File: config.mk
export PLATFORM = sky130hd
export DESIGN_NAME = count_sequencer_flat
export DESIGN_NICKNAME = d
export VERILOG_FILES = /design/src/rtl/count_sequencer_if.sv /design/src/rtl/count_sequencer.sv /design/src/flat_wrapper.sv
export SDC_FILE = /design/constraint.sdc
export NUM_CORES = 1
export LEC_CHECK = 0
export BUFFER_PORTS_ARGS = -buffer_cell sky130_fd_sc_hd__buf_2
export CORE_MARGIN = 4
export CORE_UTILIZATION = 47
export DETAILED_ROUTE_END_ITERATION = 7
export PLACE_DENSITY = 0.79
export SLEW_MARGIN = 20
export SYNTH_ARGS = -nofsm -noshare
export SYNTH_HDL_FRONTEND = slang
export SYNTH_SLANG_ARGS = --single-unit
File: constraint.sdc
create_clock -name clk -period 2 [get_ports clk]
set_clock_uncertainty 0.1 [all_clocks]
set_input_delay 0.4 -clock clk [delete_from_list [all_inputs] [get_ports clk]]
set_output_delay 0.4 -clock clk [all_outputs]
set_load 0.01 [all_outputs]
File: src/rtl/count_sequencer_if.sv
// count_sequencer_if: control, status and counter-feedback bundle between the run controller and its environment
interface count_sequencer_if #(
  parameter int W = 32,
  parameter int RELOAD_W = 8
);
  logic                start;
  logic                abort;
  logic                pause;
  logic                dir;
  logic                auto_rld;
  logic [W-1:0]        preset;
  logic [W-1:0]        limit;
  logic [W-1:0]        cnt;
  logic                cnt_en;
  logic                s;
  logic                Load;
  logic [W-1:0]        PData;
  logic                busy;
  logic                Rc;
  logic                done;
  logic [RELOAD_W-1:0] rld_cnt;
  modport slave (
    input  start, abort, pause, dir, auto_rld, preset, limit, cnt,
    output cnt_en, s, Load, PData, busy, Rc, done, rld_cnt
  );
  modport master (
    output start, abort, pause, dir, auto_rld, preset, limit, cnt,
    input  cnt_en, s, Load, PData, busy, Rc, done, rld_cnt
  );
endinterface

File: src/rtl/count_sequencer.sv
// count_sequencer: loads a preset into an external up/down counter, runs it to a limit, with reload, pause and abort
module count_sequencer #(
  parameter int W = 32,
  parameter int RELOAD_W = 8
) (
  input logic clk,
  input logic rst,
  count_sequencer_if.slave bus
);
  typedef enum logic [2:0] {IDLE, LOAD, RUN, HOLD, DONE} state_t;
  state_t state_q, state_d;
  logic dir_q, dir_d, auto_q, auto_d;
  logic [W-1:0] preset_q, preset_d, limit_q, limit_d;
  logic [RELOAD_W-1:0] rld_q, rld_d;
  logic accept, term;
  // state register and run parameters latched at an accepted start
  always_ff @(posedge clk) begin
    if (rst) begin
      state_q  <= IDLE;
      dir_q    <= 1'b0;
      auto_q   <= 1'b0;
      preset_q <= '0;
      limit_q  <= '0;
      rld_q    <= '0;
    end else begin
      state_q  <= state_d;
      dir_q    <= dir_d;
      auto_q   <= auto_d;
      preset_q <= preset_d;
      limit_q  <= limit_d;
      rld_q    <= rld_d;
    end
  end
  // next state, parameter latching and combinational counter control
  always_comb begin
    accept   = (state_q == IDLE || state_q == DONE) && bus.start && !bus.abort;
    term     = state_q == RUN && bus.cnt == limit_q;
    state_d  = state_q;
    dir_d    = accept ? bus.dir : dir_q;
    auto_d   = accept ? bus.auto_rld : auto_q;
    preset_d = accept ? bus.preset : preset_q;
    limit_d  = accept ? bus.limit : limit_q;
    rld_d    = accept ? '0 : rld_q;
    case (state_q)
      IDLE, DONE: state_d = accept ? LOAD : IDLE;
      LOAD:       state_d = RUN;
      RUN:        state_d = term ? (auto_q ? LOAD : DONE) : (bus.pause ? HOLD : RUN);
      HOLD:       state_d = bus.pause ? HOLD : RUN;
      default:    state_d = IDLE;
    endcase
    if (term && auto_q && !bus.abort && rld_q != '1) rld_d = rld_q + 1'b1;
    if (bus.abort) state_d = IDLE;
    bus.cnt_en  = state_q == RUN && bus.cnt != limit_q && !bus.pause && !bus.abort;
    bus.Load    = state_q == LOAD && !bus.abort;
    bus.Rc      = term && !bus.abort;
    bus.done    = state_q == DONE;
    bus.busy    = state_q == LOAD || state_q == RUN || state_q == HOLD;
    bus.s       = dir_q;
    bus.PData   = preset_q;
    bus.rld_cnt = rld_q;
  end
endmodule
File: src/flat_wrapper.sv
// flat-port wrapper written by rule: the top's interface ports become plain ports
module count_sequencer_flat 
#(
  parameter int W = 32,
  parameter int RELOAD_W = 8
)
  (clk, rst, bus_start, bus_abort, bus_pause, bus_dir, bus_auto_rld, bus_preset, bus_limit, bus_cnt, bus_cnt_en, bus_s, bus_Load, bus_PData, bus_busy, bus_Rc, bus_done, bus_rld_cnt);
  count_sequencer_if #(.W(W), .RELOAD_W(RELOAD_W)) bus_i ();
  input logic clk;
  input logic rst;
  input wire logic [$bits(bus_i.start)-1:0] bus_start;
  input wire logic [$bits(bus_i.abort)-1:0] bus_abort;
  input wire logic [$bits(bus_i.pause)-1:0] bus_pause;
  input wire logic [$bits(bus_i.dir)-1:0] bus_dir;
  input wire logic [$bits(bus_i.auto_rld)-1:0] bus_auto_rld;
  input wire logic [$bits(bus_i.preset)-1:0] bus_preset;
  input wire logic [$bits(bus_i.limit)-1:0] bus_limit;
  input wire logic [$bits(bus_i.cnt)-1:0] bus_cnt;
  output wire logic [$bits(bus_i.cnt_en)-1:0] bus_cnt_en;
  output wire logic [$bits(bus_i.s)-1:0] bus_s;
  output wire logic [$bits(bus_i.Load)-1:0] bus_Load;
  output wire logic [$bits(bus_i.PData)-1:0] bus_PData;
  output wire logic [$bits(bus_i.busy)-1:0] bus_busy;
  output wire logic [$bits(bus_i.Rc)-1:0] bus_Rc;
  output wire logic [$bits(bus_i.done)-1:0] bus_done;
  output wire logic [$bits(bus_i.rld_cnt)-1:0] bus_rld_cnt;
  assign bus_i.start = bus_start;
  assign bus_i.abort = bus_abort;
  assign bus_i.pause = bus_pause;
  assign bus_i.dir = bus_dir;
  assign bus_i.auto_rld = bus_auto_rld;
  assign bus_i.preset = bus_preset;
  assign bus_i.limit = bus_limit;
  assign bus_i.cnt = bus_cnt;
  assign bus_cnt_en = bus_i.cnt_en;
  assign bus_s = bus_i.s;
  assign bus_Load = bus_i.Load;
  assign bus_PData = bus_i.PData;
  assign bus_busy = bus_i.busy;
  assign bus_Rc = bus_i.Rc;
  assign bus_done = bus_i.done;
  assign bus_rld_cnt = bus_i.rld_cnt;
  count_sequencer #(.W(W), .RELOAD_W(RELOAD_W)) u_core (.clk(clk), .rst(rst), .bus(bus_i));
endmodule
# After elaboration in Yosys (flattened, before gate mapping)

Cells that the tools add are included.

Flip-flop bits (word level): 77
Output and inout bits: 46

$add $sub $neg: 1
Equal/unequal tests: 7
Multiplexer cells: 7
Reductions and logical operators: 20

Operators with widths:

| kind                | number |
|---|---|
| $eq 32x32->1        | 1 |
| $ne 32x32->1        | 1 |
| $mux 8              | 2 |
| $pmux 3 s4          | 1 |
| $logic_and 1x1->1   | 11 |
| $add 8x1->8 const B | 1 |
| $ne 8x8->1 const B  | 1 |
| $eq 3x2->1 const B  | 2 |
| $mux 3              | 2 |
| $reduce_or 2->1     | 2 |
| $eq 3x1->1 const B  | 1 |
| $eq 3x3->1 const B  | 1 |
| $logic_not 3->1     | 1 |
| $logic_or 1x1->1    | 3 |
| $logic_not 1->1     | 2 |
| $mux 1              | 2 |
| $reduce_bool 2->1   | 1 |

# Longest topological paths before layout

Gate-level depths: netlist of the first run.

Depth after elaboration: 6
Mapped depth: 6
Depth with buffers taken out: 6

# Least setup slack after synthesis of the first run

No wires, ideal clock.

Path kind: input port to output port
Start: input bus_cnt[22]
End: output bus_Rc
Arrival: 1.495 ns
Required time: 1.500 ns
Path slack: 0.005 ns
Stages on the path: 5
Buffers on the path: 1
Cells stage by stage: xor2_1 -> nor4_1 -> nand4_1 -> buf_2 -> nor3_1

Cells in the longest elaborated chain, start to end: 3

Ends and longest elaborated chain:

| item              | RTL line              | source |
|---|---|---|
| from (decl)       | flat_wrapper.sv:18    | `input wire logic [$bits(bus_i.cnt)-1:0] bus_cnt;` |
| $eq 32x32->1      | count_sequencer.sv:37 | `term = state_q == RUN && bus.cnt == limit_q;` |
| $logic_and 1x1->1 | count_sequencer.sv:37 |  |
| $logic_and 1x1->1 | count_sequencer.sv:55 | `bus.Rc = term && !bus.abort;` |
| to (decl)         | flat_wrapper.sv:24    | `output wire logic [$bits(bus_i.Rc)-1:0] bus_Rc;` |

No other way between the ends.

# Worst setup path in the final report of the first run

Start: register u_core.limit_q[18]
End: output bus_Rc

Cells in the longest elaborated chain, start to end: 3

Ends and longest elaborated chain:

| item                   | RTL line              | source |
|---|---|---|
| from (decl)            | count_sequencer.sv:13 | `logic [W-1:0] preset_q, preset_d, limit_q, limit_d;` |
| from (signal assigned) | count_sequencer.sv:30 | `limit_q <= limit_d;` |
| $eq 32x32->1           | count_sequencer.sv:37 |  |
| $logic_and 1x1->1      | count_sequencer.sv:37 |  |
| $logic_and 1x1->1      | count_sequencer.sv:55 |  |

No other way between the ends.

==> impl_metrics.csv, run 1 <==
group,metric,value,unit
finish,fin_cells,677,
pwr,ir_drop,0.349,mV
critical_path,crit_type,"reg -> out",
detailed_routing,dr_wl_met2,5250,microns
pwr,p_leak,2.18,nW
clock_tree,clock-root-buffer,"clkbuf_8",
detailed_routing,met1_length,3820,microns
sta,hold_viol_final,0,
clock_tree,clkLatencyLatePin,0.34,ns
critical_path,slowest_stage,"dfxtp_2",
global_routing,overflow,0,
critical_path,r2r-end,"u_core.bus.rld_cnt[7]",
finish,drive_gt1_share,38.6,%
placed_design,post_dp_cell_area,0.00429,sq mm
clock_tree,htreeDepth,3,
critical_path,end_kind,"primary output",
detailed_routing,num_vias,3495,
run_status,outcome,"finished, violations left",
global_routing,grt_antenna_before_repair,0,
placed_design,place_hpwl,6690,microns
sta,slew_headroom,61.4,%
detailed_routing,drt_first_pass_iters,4,
placed_design,dpl_worst_slack,-0.242,ns
critical_path,worstRegToRegCells,8,
critical_path,r2r_slack,-0.13,ns
critical_path,crit_start,"u_core.limit_q[18]",
sta,setup_ws,-0.300,ns
floorplanning,ios,149,
clock_tree,ctsHoldBuffers,0,
floorplanning,die_x,92.8,microns
detailed_routing,drt-vias-per-instance,5.16,
job,max_cap_violations,0,
global_routing,grt_pass1_vias,3242,
pwr,seq_power_share,48.4,%
detailed_routing,drcViolationCount,0,
logic_synthesis,synth_warnings,0,
floorplanning,coreArea,0.00691,sq mm
sta,finalCriticalPeriod,2.30,ns
min_path,hp-class,"in -> reg",
global_routing,grt_first_pass_wirelength,14500,microns
global_routing,grt_max_degree,41,
clock_tree,cts_max_path_buffers,2,
pwr,power.switching,0.823,mW
sta,finalCritPeriodShare,115,%
logic_synthesis,ys_ff_latch,77,
logic_synthesis,synth.distinct_cells,39,
sta,setup_violations,11,
sta,fmax,0.435,GHz
critical_path,crit_path_max_fanout,2,
placed_design,port_buffers,148,
finish,final_core_util,68.9,%
finish,final_common_cell,"buf_2",
placed_design,place_inst,655,
detailed_routing,met3_length,666,microns
detailed_routing,drt_wl_total,10000,microns
finish,design_area,0.00476,sq mm
clock_tree,cts_sinks,77,
logic_synthesis,synthesis.instances,420,
clock_tree,cts_tree,"built",
clock_tree,numCtsBuffers,9,
run_status,violations,"setup timing",
sta,rsz0062_at_grt,"true",
global_routing,grt_usage,20.8,%
critical_path,path_cells,"xor2_1, nor4_1, buf_4, nand4_1, nor3_2, buf_2",
critical_path,crit_end,"bus_Rc",
critical_path,worstSetupStartpointType,"flip-flop",
pwr,comb_power_share,12.4,%
critical_path,cp_data_required_time,1.50,ns
detailed_routing,drt_iter0_drc,219,
logic_synthesis,avgSynthCellArea,8.05,sq um
pwr,clkPwrFrac,39.2,%
logic_synthesis,netlist_area,0.00338,sq mm
logic_synthesis,syn_nets,524,
critical_path,worstReg2RegStart,"u_core.limit_q[18]",
sta,maxSlewViolCount,0,
placed_design,place_congestion,0.797,
critical_path,arrival,1.80,ns
pwr,p_per_area,710,mW/mm^2
pwr,netSwitchingFraction,24.3,%
floorplanning,die-height,92.8,microns
floorplanning,die_area,0.00861,sq mm
detailed_routing,post_drt_wl_per_cell,14.8,microns
logic_synthesis,ys_seq_area_share,45.6,%
floorplanning,rows,30,
sta,worst_pin_slew,0.577,ns
critical_path,crit_path_max_incr_delay,0.33,ns
clock_tree,path_clk_slew,0.08,ns
detailed_routing,routed.top_layer,"met4",
finish,fillCellCount,573,
floorplanning,start_util,48.9,%
sta,hold-worst-slack,0.188,ns
finish,syn_to_final_growth,40.8,%
finish,antenna_cells,0,
finish,final_cell_mix,"buf_2, nand2_1, a21oi_1",
finish,nets,680,
detailed_routing,ant_nets,0,
pwr,p_int,2.56,mW
-- Yosys cell counts (all sizes together) --
master / number / area, sq um
nand3b: 1 / 7.51
inv: 2 / 7.51
a221o: 5 / 50.1
o211ai: 1 / 12.5
ha: 1 / 12.5
nand4: 5 / 31.3
xor2: 32 / 280
nor3: 3 / 20.0
o21ai: 2 / 10.0
and4: 2 / 17.5
nand2: 137 / 514
clkbuf: 14 / 52.6
nor2b: 11 / 68.8
o2111ai: 1 / 8.76
dfxtp: 77 / 1540
nor4: 14 / 100
nor2: 9 / 33.8
nand3: 2 / 10.0
and2: 2 / 12.5
and3: 3 / 18.8
and2b: 1 / 7.51
nor3b: 1 / 18.8
nand2b: 1 / 6.26
a22o: 1 / 8.76
nor4b: 1 / 23.8
a211oi: 1 / 7.51
buf: 13 / 72.6
a311oi: 1 / 8.76
a31oi: 2 / 27.5
a21oi: 69 / 345
o311ai: 3 / 26.3
or3: 1 / 6.26
o211a: 1 / 10.0
-- final cells by class --
type	instances	area, sq um	area share (%)
Inverter	2	7.51	0.158
Tap cell	96	120	2.52
Sequential cell	77	1560	32.7
Timing Repair Buffer	172	996	20.9
Clock inverter	4	70.1	1.47
Multi-Input combinational cell	314	1850	39.0
Clock buffer	12	155	3.26
-- state kept, by name, indices dropped and copies added (netlist names) --
register	count
u_core.auto_q	1
u_core.bus.PData	32
u_core.bus.rld_cnt	8
u_core.bus.s	1
u_core.limit_q	32
u_core.state_q	3
-- worst min path at each step --
stage | depth (start not counted) | slack (ns) | startpoint | end
2_1_floorplan | 2 | 0.35 | u_core.limit_q[0] | u_core.limit_q[0]
3_3_place_gp | 2 | 0.34 | u_core.bus.PData[13] | u_core.bus.PData[13]
3_5_place_dp | 2 | 0.34 | u_core.bus.PData[12] | u_core.bus.PData[12]
4_1_cts | 3 | 0.18 | bus_preset[4] | u_core.bus.PData[4]
5_1_grt | 3 | 0.17 | bus_limit[31] | u_core.limit_q[31]
6_report | 3 | 0.19 | bus_limit[23] | u_core.limit_q[23]
-- metrics by stage --
step                setup TNS, ns  power [mW]
floorplan                       0        1.87
global placement            -1.76        2.06
detailed placement          -1.80        2.07
CTS                        -0.631        3.38
global route                -2.07        3.53
finish                      -1.17        3.38
-- timing repair --
| action | in CTS | in global routing |
|---|---|---|
| endpoints found under the hold margin | 0 | 0 |
| resized for setup | 10 | 33 |
| buffers inserted | 1 | 4 |
| gates cloned | 0 | 1 |
| endpoints found under the setup margin | 7 | 12 |
| pin swaps | 6 | 23 |
-- routing by layer --
layer  global-route usage [%]  vias up
met5                        0        -
met4                     7.94        0
met3                     5.85       26
met2                     35.7      128
met1                     24.5     1616
li1                         -     1725
-- kinds of logic (layout without fill, tap and decap cells) --
logic type,after synthesis,count (layout),share of synthesized area (%)
adders and majority gates,1,1,0.370
AOI/OAI and AO/OA,87,87,15.3
and+or+nand+nor,194,194,26.5
xor gates and xnor gates,32,32,8.29
buffers and inverters,29,190,3.92
DFF,77,77,45.6
-- power by group through the flow --
stage / combinational [mW] / clock, mW / sequential (mW)
after global placement: 0.391 / 0 / 1.67
after floorplan: 0.190 / 0 / 1.68
after CTS: 0.403 / 1.35 / 1.63
final: 0.419 / 1.33 / 1.64
after global routing: 0.465 / 1.42 / 1.64
after detailed placement: 0.399 / 0 / 1.67
-- critical path, delay by kind of cell, from the launching register on --
kind	cells	cell delay (ns)
flip-flops	1	0.33
buffers and inverters	2	0.33
AND/OR/NAND/NOR	3	0.67
XOR/XNOR	1	0.14
No activity file was read; power rests on OpenSTA's default activity.
==> run 2, diff against run 1 <==
--- a/config.mk
+++ b/config.mk
@@ -9,7 +9,9 @@
 export CORE_MARGIN = 4
 export CORE_UTILIZATION = 47
 export DETAILED_ROUTE_END_ITERATION = 7
+export GPL_TIMING_DRIVEN = 0
 export PLACE_DENSITY = 0.79
+export SKIP_CTS_REPAIR_TIMING = 1
 export SLEW_MARGIN = 20
 export SYNTH_ARGS = -nofsm -noshare
 export SYNTH_HDL_FRONTEND = slang
==> run 2 against run 1 <==
Effect of this change:
- critical path depth grew 1
- the flow still finishes with violations (setup timing)
- first-iteration DRC count fell by 21%
- die area unchanged
- critical endpoint unchanged
- worst hold slack got worse by 0.020 ns
- count of clock-buffer cells in the layout fell by 2
- wire length grew 3.9%
==> impl_metrics.csv, run 2 (synthesis results as in run 1) <==
group,metric,value,unit
placed_design,dpl_worst_slack,-0.441,ns
critical_path,slowest_stage,"dfxtp_2",
sta,hold_viol_final,0,
pwr,p_per_area,716,mW/mm^2
sta,slew_headroom,64.1,%
run_status,outcome,"finished, violations left",
clock_tree,clock-root-buffer,"clkbuf_8",
pwr,power,3.41,mW
critical_path,crit_type,"reg -> out",
clock_tree,cts_max_path_buffers,2,
floorplanning,ios,149,
critical_path,crit_path_max_incr_delay,0.34,ns
global_routing,grt_first_pass_wirelength,15600,microns
floorplanning,coreArea,0.00691,sq mm
finish,antenna_cells,0,
finish,final_cell_mix,"buf_2, nand2_1, a21oi_1",
detailed_routing,ant_nets,0,
floorplanning,die_x,92.8,microns
critical_path,cp_data_required_time,1.50,ns
detailed_routing,drt_wl_total,10400,microns
critical_path,worstReg2RegStart,"u_core.limit_q[23]",
finish,nets,697,
critical_path,worstSetupStartpointType,"flip-flop",
sta,setup_violations,8,
pwr,ir_drop,0.510,mV
detailed_routing,drt_first_pass_iters,4,
clock_tree,clkLatencyLatePin,0.35,ns
detailed_routing,post_drt_wl_per_cell,15.0,microns
placed_design,port_buffers,147,
clock_tree,cts_tree,"built",
finish,fin_cells,694,
finish,fillCellCount,603,
detailed_routing,drt_iter0_drc,174,
floorplanning,start_util,48.9,%
critical_path,end_kind,"primary output",
detailed_routing,drt-vias-per-instance,5.13,
clock_tree,htreeDepth,3,
pwr,p_leak,2.17,nW
clock_tree,cts_sinks,77,
global_routing,grt_usage,22.6,%
critical_path,crit_path_max_fanout,6,
sta,worst_pin_slew,0.539,ns
sta,setup_ws,-0.418,ns
critical_path,path_cells,"xor2_2, nor4_2, buf_4, nand4_1, buf_6, nor3_4, buf_2",
finish,drive_gt1_share,37.5,%
placed_design,place_inst,663,
min_path,hp-class,"in -> reg",
finish,seq_area,0.00155,sq mm
sta,finalCriticalPeriod,2.42,ns
detailed_routing,num_vias,3563,
clock_tree,numCtsBuffers,9,
sta,maxSlewViolCount,0,
min_path,hp-start,"bus_limit[1]",
finish,syn_to_final_growth,41.0,%
floorplanning,die_area,0.00861,sq mm
finish,final_common_cell,"buf_2",
global_routing,overflow,0,
detailed_routing,drcViolationCount,0,
sta,fmax,0.414,GHz
global_routing,grt_max_degree,15,
global_routing,grt_pass1_vias,3477,
sta,rsz0062_at_grt,"true",
clock_tree,path_clk_slew,0.09,ns
job,max_cap_violations,0,
finish,multi_input_area,0.00185,sq mm
run_status,violations,"setup timing",
global_routing,grt_antenna_before_repair,0,
placed_design,place_hpwl,7350,microns
floorplanning,die-height,92.8,microns
placed_design,place_congestion,0.832,
critical_path,crit_start,"u_core.limit_q[23]",
critical_path,arrival,1.92,ns
sta,finalCritPeriodShare,121,%
floorplanning,rows,30,
-- run 2: final cells by class --
cell class / count / share of cell area (%)
clock buffer: 10 / 2.89
clock inverter: 6 / 2.00
multi-input combinational: 314 / 38.8
buffer: 27 / 3.05
sequential: 77 / 32.6
timing repair buffer: 162 / 18.0
tap: 96 / 2.52
inverter: 2 / 0.158
-- run 2: where the power goes --
| part | switching [mW] | total (mW) | internal [mW] | leakage, nW |
|---|---|---|---|---|
| Combinational | 0.234 | 0.418 | 0.183 | 1.43 |
| Sequential | 0.0396 | 1.64 | 1.60 | 0.632 |
| Clock | 0.608 | 1.36 | 0.748 | 0.117 |
| Total | 0.882 | 3.41 | 2.53 | 2.17 |
-- run 2: metal layers --
metal | up-vias | global-route usage (%) | part of all wire, %
li1 | 1756 | - | -
met1 | 1655 | 26.3 | 40
met2 | 126 | 38.8 | 51
met3 | 26 | 7.15 | 6.3
met4 | 0 | 8.06 | 2.6
met5 | - | 0 | 0
-- run 2: path summary, 6_finish.rpt --
check                           slack (ns)               endpoint  depth (start not counted)
worst max-delay path                 -0.42                 bus_Rc                          7
worst min-delay path                  0.17      u_core.limit_q[1]                          3
worst max register to register       -0.10  u_core.bus.rld_cnt[6]                          8
worst min register to register        0.36    u_core.bus.PData[6]                          2
-- run 2: worst max-delay path: cells and delay by family (launching register included) --
kind                   cells  cell delay, ns
flip-flops                 1            0.34
buffers and inverters      3            0.51
XOR/XNOR                   1            0.15
AND/OR/NAND/NOR            3            0.56
-- run 2: stage by stage --
step | hold WS, ns | area [sq um] | TNS, ns | utilization, %
finish | 0.168 | 4770 | -0.897 | 69.0
global route | 0.160 | 4770 | -1.85 | 69.0
CTS | 0.164 | 4470 | -1.76 | 64.7
detailed placement | 0.346 | 4240 | -4.70 | 61.3
global placement | 0.339 | 4240 | -4.00 | 61.3
floorplan | 0.348 | 3380 | 0 | -
==> run 3, diff against run 2 <==
--- a/config.mk
+++ b/config.mk
@@ -6,11 +6,13 @@
 export NUM_CORES = 1
 export LEC_CHECK = 0
 export BUFFER_PORTS_ARGS = -buffer_cell sky130_fd_sc_hd__buf_2
+export CELL_PAD_IN_SITES_DETAIL_PLACEMENT = 2
+export CELL_PAD_IN_SITES_GLOBAL_PLACEMENT = 2
 export CORE_MARGIN = 4
-export CORE_UTILIZATION = 47
+export CORE_UTILIZATION = 25
 export DETAILED_ROUTE_END_ITERATION = 7
 export GPL_TIMING_DRIVEN = 0
-export PLACE_DENSITY = 0.79
+export PLACE_DENSITY = 0.77
 export SKIP_CTS_REPAIR_TIMING = 1
 export SLEW_MARGIN = 20
 export SYNTH_ARGS = -nofsm -noshare
==> run 3 against run 2 <==
Effect of this change:
- the flow still finishes with violations (setup timing)
- largest cell class unchanged
- count of clock-buffer cells in the layout is 4 higher
- non-clock buffer count is 4 lower
- final cell count is 11% higher
==> impl_metrics.csv, run 3 (synthesis results as in run 1) <==
group,metric,value,unit
run_status,outcome,"finished, violations left",
run_status,violations,"setup timing",
critical_path,cp_data_required_time,1.50,ns
sta,setup_ws,-0.503,ns
finish,syn_to_final_growth,43.5,%
pwr,p_leak,2.18,nW
sta,hold-worst-slack,0.197,ns
finish,antenna_cells,0,
critical_path,crit_path_max_incr_delay,0.39,ns
placed_design,place_inst,743,
finish,fin_cells,769,
detailed_routing,drcViolationCount,0,
pwr,clkPwrFrac,43.0,%
finish,nets,693,
global_routing,grt_antenna_before_repair,1,
sta,slew_headroom,61.9,%
pwr,p_int,2.72,mW
sta,rsz0062_at_grt,"true",
floorplanning,die_x,124,microns
clock_tree,numCtsBuffers,9,
finish,final_core_util,36.6,%
pwr,power.switching,0.941,mW
clock_tree,clock-root-buffer,"clkbuf_16",
detailed_routing,ant_nets,0,
critical_path,arrival,2.00,ns
sta,setup_violations,11,
sta,worst_pin_slew,0.571,ns
min_path,hp-class,"in -> reg",
critical_path,crit_type,"reg -> out",
critical_path,worstSetupStartpointType,"flip-flop",
pwr,netSwitchingFraction,25.7,%
detailed_routing,drt_first_pass_iters,4,
global_routing,overflow,0,
global_routing,grt_max_degree,12,
floorplanning,ios,149,
global_routing,grt_first_pass_wirelength,21500,microns
global_routing,grt_pass1_vias,4059,
clock_tree,cts_sinks,77,
placed_design,dpl_worst_slack,-0.586,ns
critical_path,path_cells,"xor2_2, nor4_4, nand4_1, buf_6, nor3_4, buf_2",
detailed_routing,drt_iter0_drc,86,
sta,finalCritPeriodShare,125,%
floorplanning,coreArea,0.0132,sq mm
pwr,seq_power_share,44.8,%
sta,fmax,0.399,GHz
sta,finalCriticalPeriod,2.50,ns
placed_design,place_hpwl,10300,microns
critical_path,crit_path_max_fanout,6,
clock_tree,htreeDepth,3,
floorplanning,rows,42,
finish,final_common_cell,"buf_2",
critical_path,slowest_stage,"nor4_4",
clock_tree,cts_max_path_buffers,2,
detailed_routing,post_drt_wl_per_cell,18.3,microns
pwr,ir_drop,0.297,mV
clock_tree,cts_tree,"built",
clock_tree,path_clk_slew,0.06,ns
placed_design,port_buffers,147,
global_routing,grt_usage,17.4,%
floorplanning,start_util,25.5,%
pwr,comb_power_share,12.2,%
detailed_routing,drt-vias-per-instance,4.71,
placed_design,place_congestion,0.808,
critical_path,worst-path-buf-inv,2,
sta,hold_viol_final,0,
clock_tree,clkLatencyLatePin,0.34,ns
pwr,p_per_area,755,mW/mm^2
job,max_cap_violations,0,
finish,final_cell_mix,"buf_2, nand2_1, dfxtp_1",
detailed_routing,drt_wl_total,14000,microns
critical_path,end_kind,"primary output",
sta,maxSlewViolCount,0,
finish,drive_gt1_share,35.4,%
pwr,power,3.66,mW
floorplanning,die-height,124,microns
detailed_routing,num_vias,3624,
floorplanning,die_area,0.0154,sq mm
critical_path,cp_top_family,"simple AND/OR/NAND/NOR gates",
## run 3: cell count changes in the layout (fill, tap and decap cells not counted), moves of 3 or more
| cell | previous run | this run |
|---|---|---|
| nor4_2 | 9 | 6 |
| buf_4 | 12 | 9 |
| o311ai_1 | 0 | 3 |
| dfxtp_2 | 10 | 6 |
| clkinv_4 | 3 | 0 |
| dfxtp_1 | 67 | 71 |
| clkbuf_8 | 10 | 3 |
| clkbuf_16 | 0 | 9 |
## run 3: layer usage
| layer | vias to the layer above | part of all wire, % | track usage [%] |
|---|---|---|---|
| met5 | - | 0.14 | 0 |
| met4 | 2 | 1.8 | 7.22 |
| met3 | 16 | 3.6 | 3.95 |
| met2 | 66 | 54 | 32.3 |
| met1 | 1794 | 40 | 19.0 |
| li1 | 1746 | - | - |
## run 3: tightest hold or removal path: stages
cell     delay, ns
buf_2         0.09
nand2_1       0.04
a21oi_1       0.05
## run 3: power groups by stage
| stage | Clock [mW] | Combinational (mW) | Sequential, mW |
|---|---|---|---|
| global placement | 0 | 0.407 | 1.67 |
| finish | 1.57 | 0.448 | 1.64 |
| CTS | 1.61 | 0.432 | 1.64 |
| global route | 1.68 | 0.500 | 1.65 |
| detailed placement | 0 | 0.426 | 1.67 |
| floorplan | 0 | 0.190 | 1.68 |
## run 3: final timing paths
check / from / endpoint / slack (ns) / cells after the start
max: u_core.limit_q[23] / bus_Rc / -0.50 / 6
min: bus_preset[15] / u_core.bus.PData[15] / 0.20 / 3
max reg2reg: u_core.limit_q[23] / u_core.bus.rld_cnt[7] / -0.21 / 8
min reg2reg: u_core.bus.PData[2] / u_core.bus.PData[2] / 0.35 / 2
## run 3: layout make-up
class / count / area, sq um
repair buffers: 158 / 826
clock inverters: 1 / 5.00
plain buffers: 27 / 149
fillers: 1569 / 8390
clock buffers: 14 / 274
flip-flops and latches: 77 / 1550
well taps: 176 / 220
multi-input cells: 314 / 1820
inverters: 2 / 7.51
## run 3: stage by stage
step                      TNS (ns)  instance area [sq um]
after floorplan                  0                   3380
after global placement       -6.18                   4340
after detailed placement     -8.27                   4340
after CTS                    -3.30                   4610
after global routing         -2.78                   4850
final                        -2.14                   4850
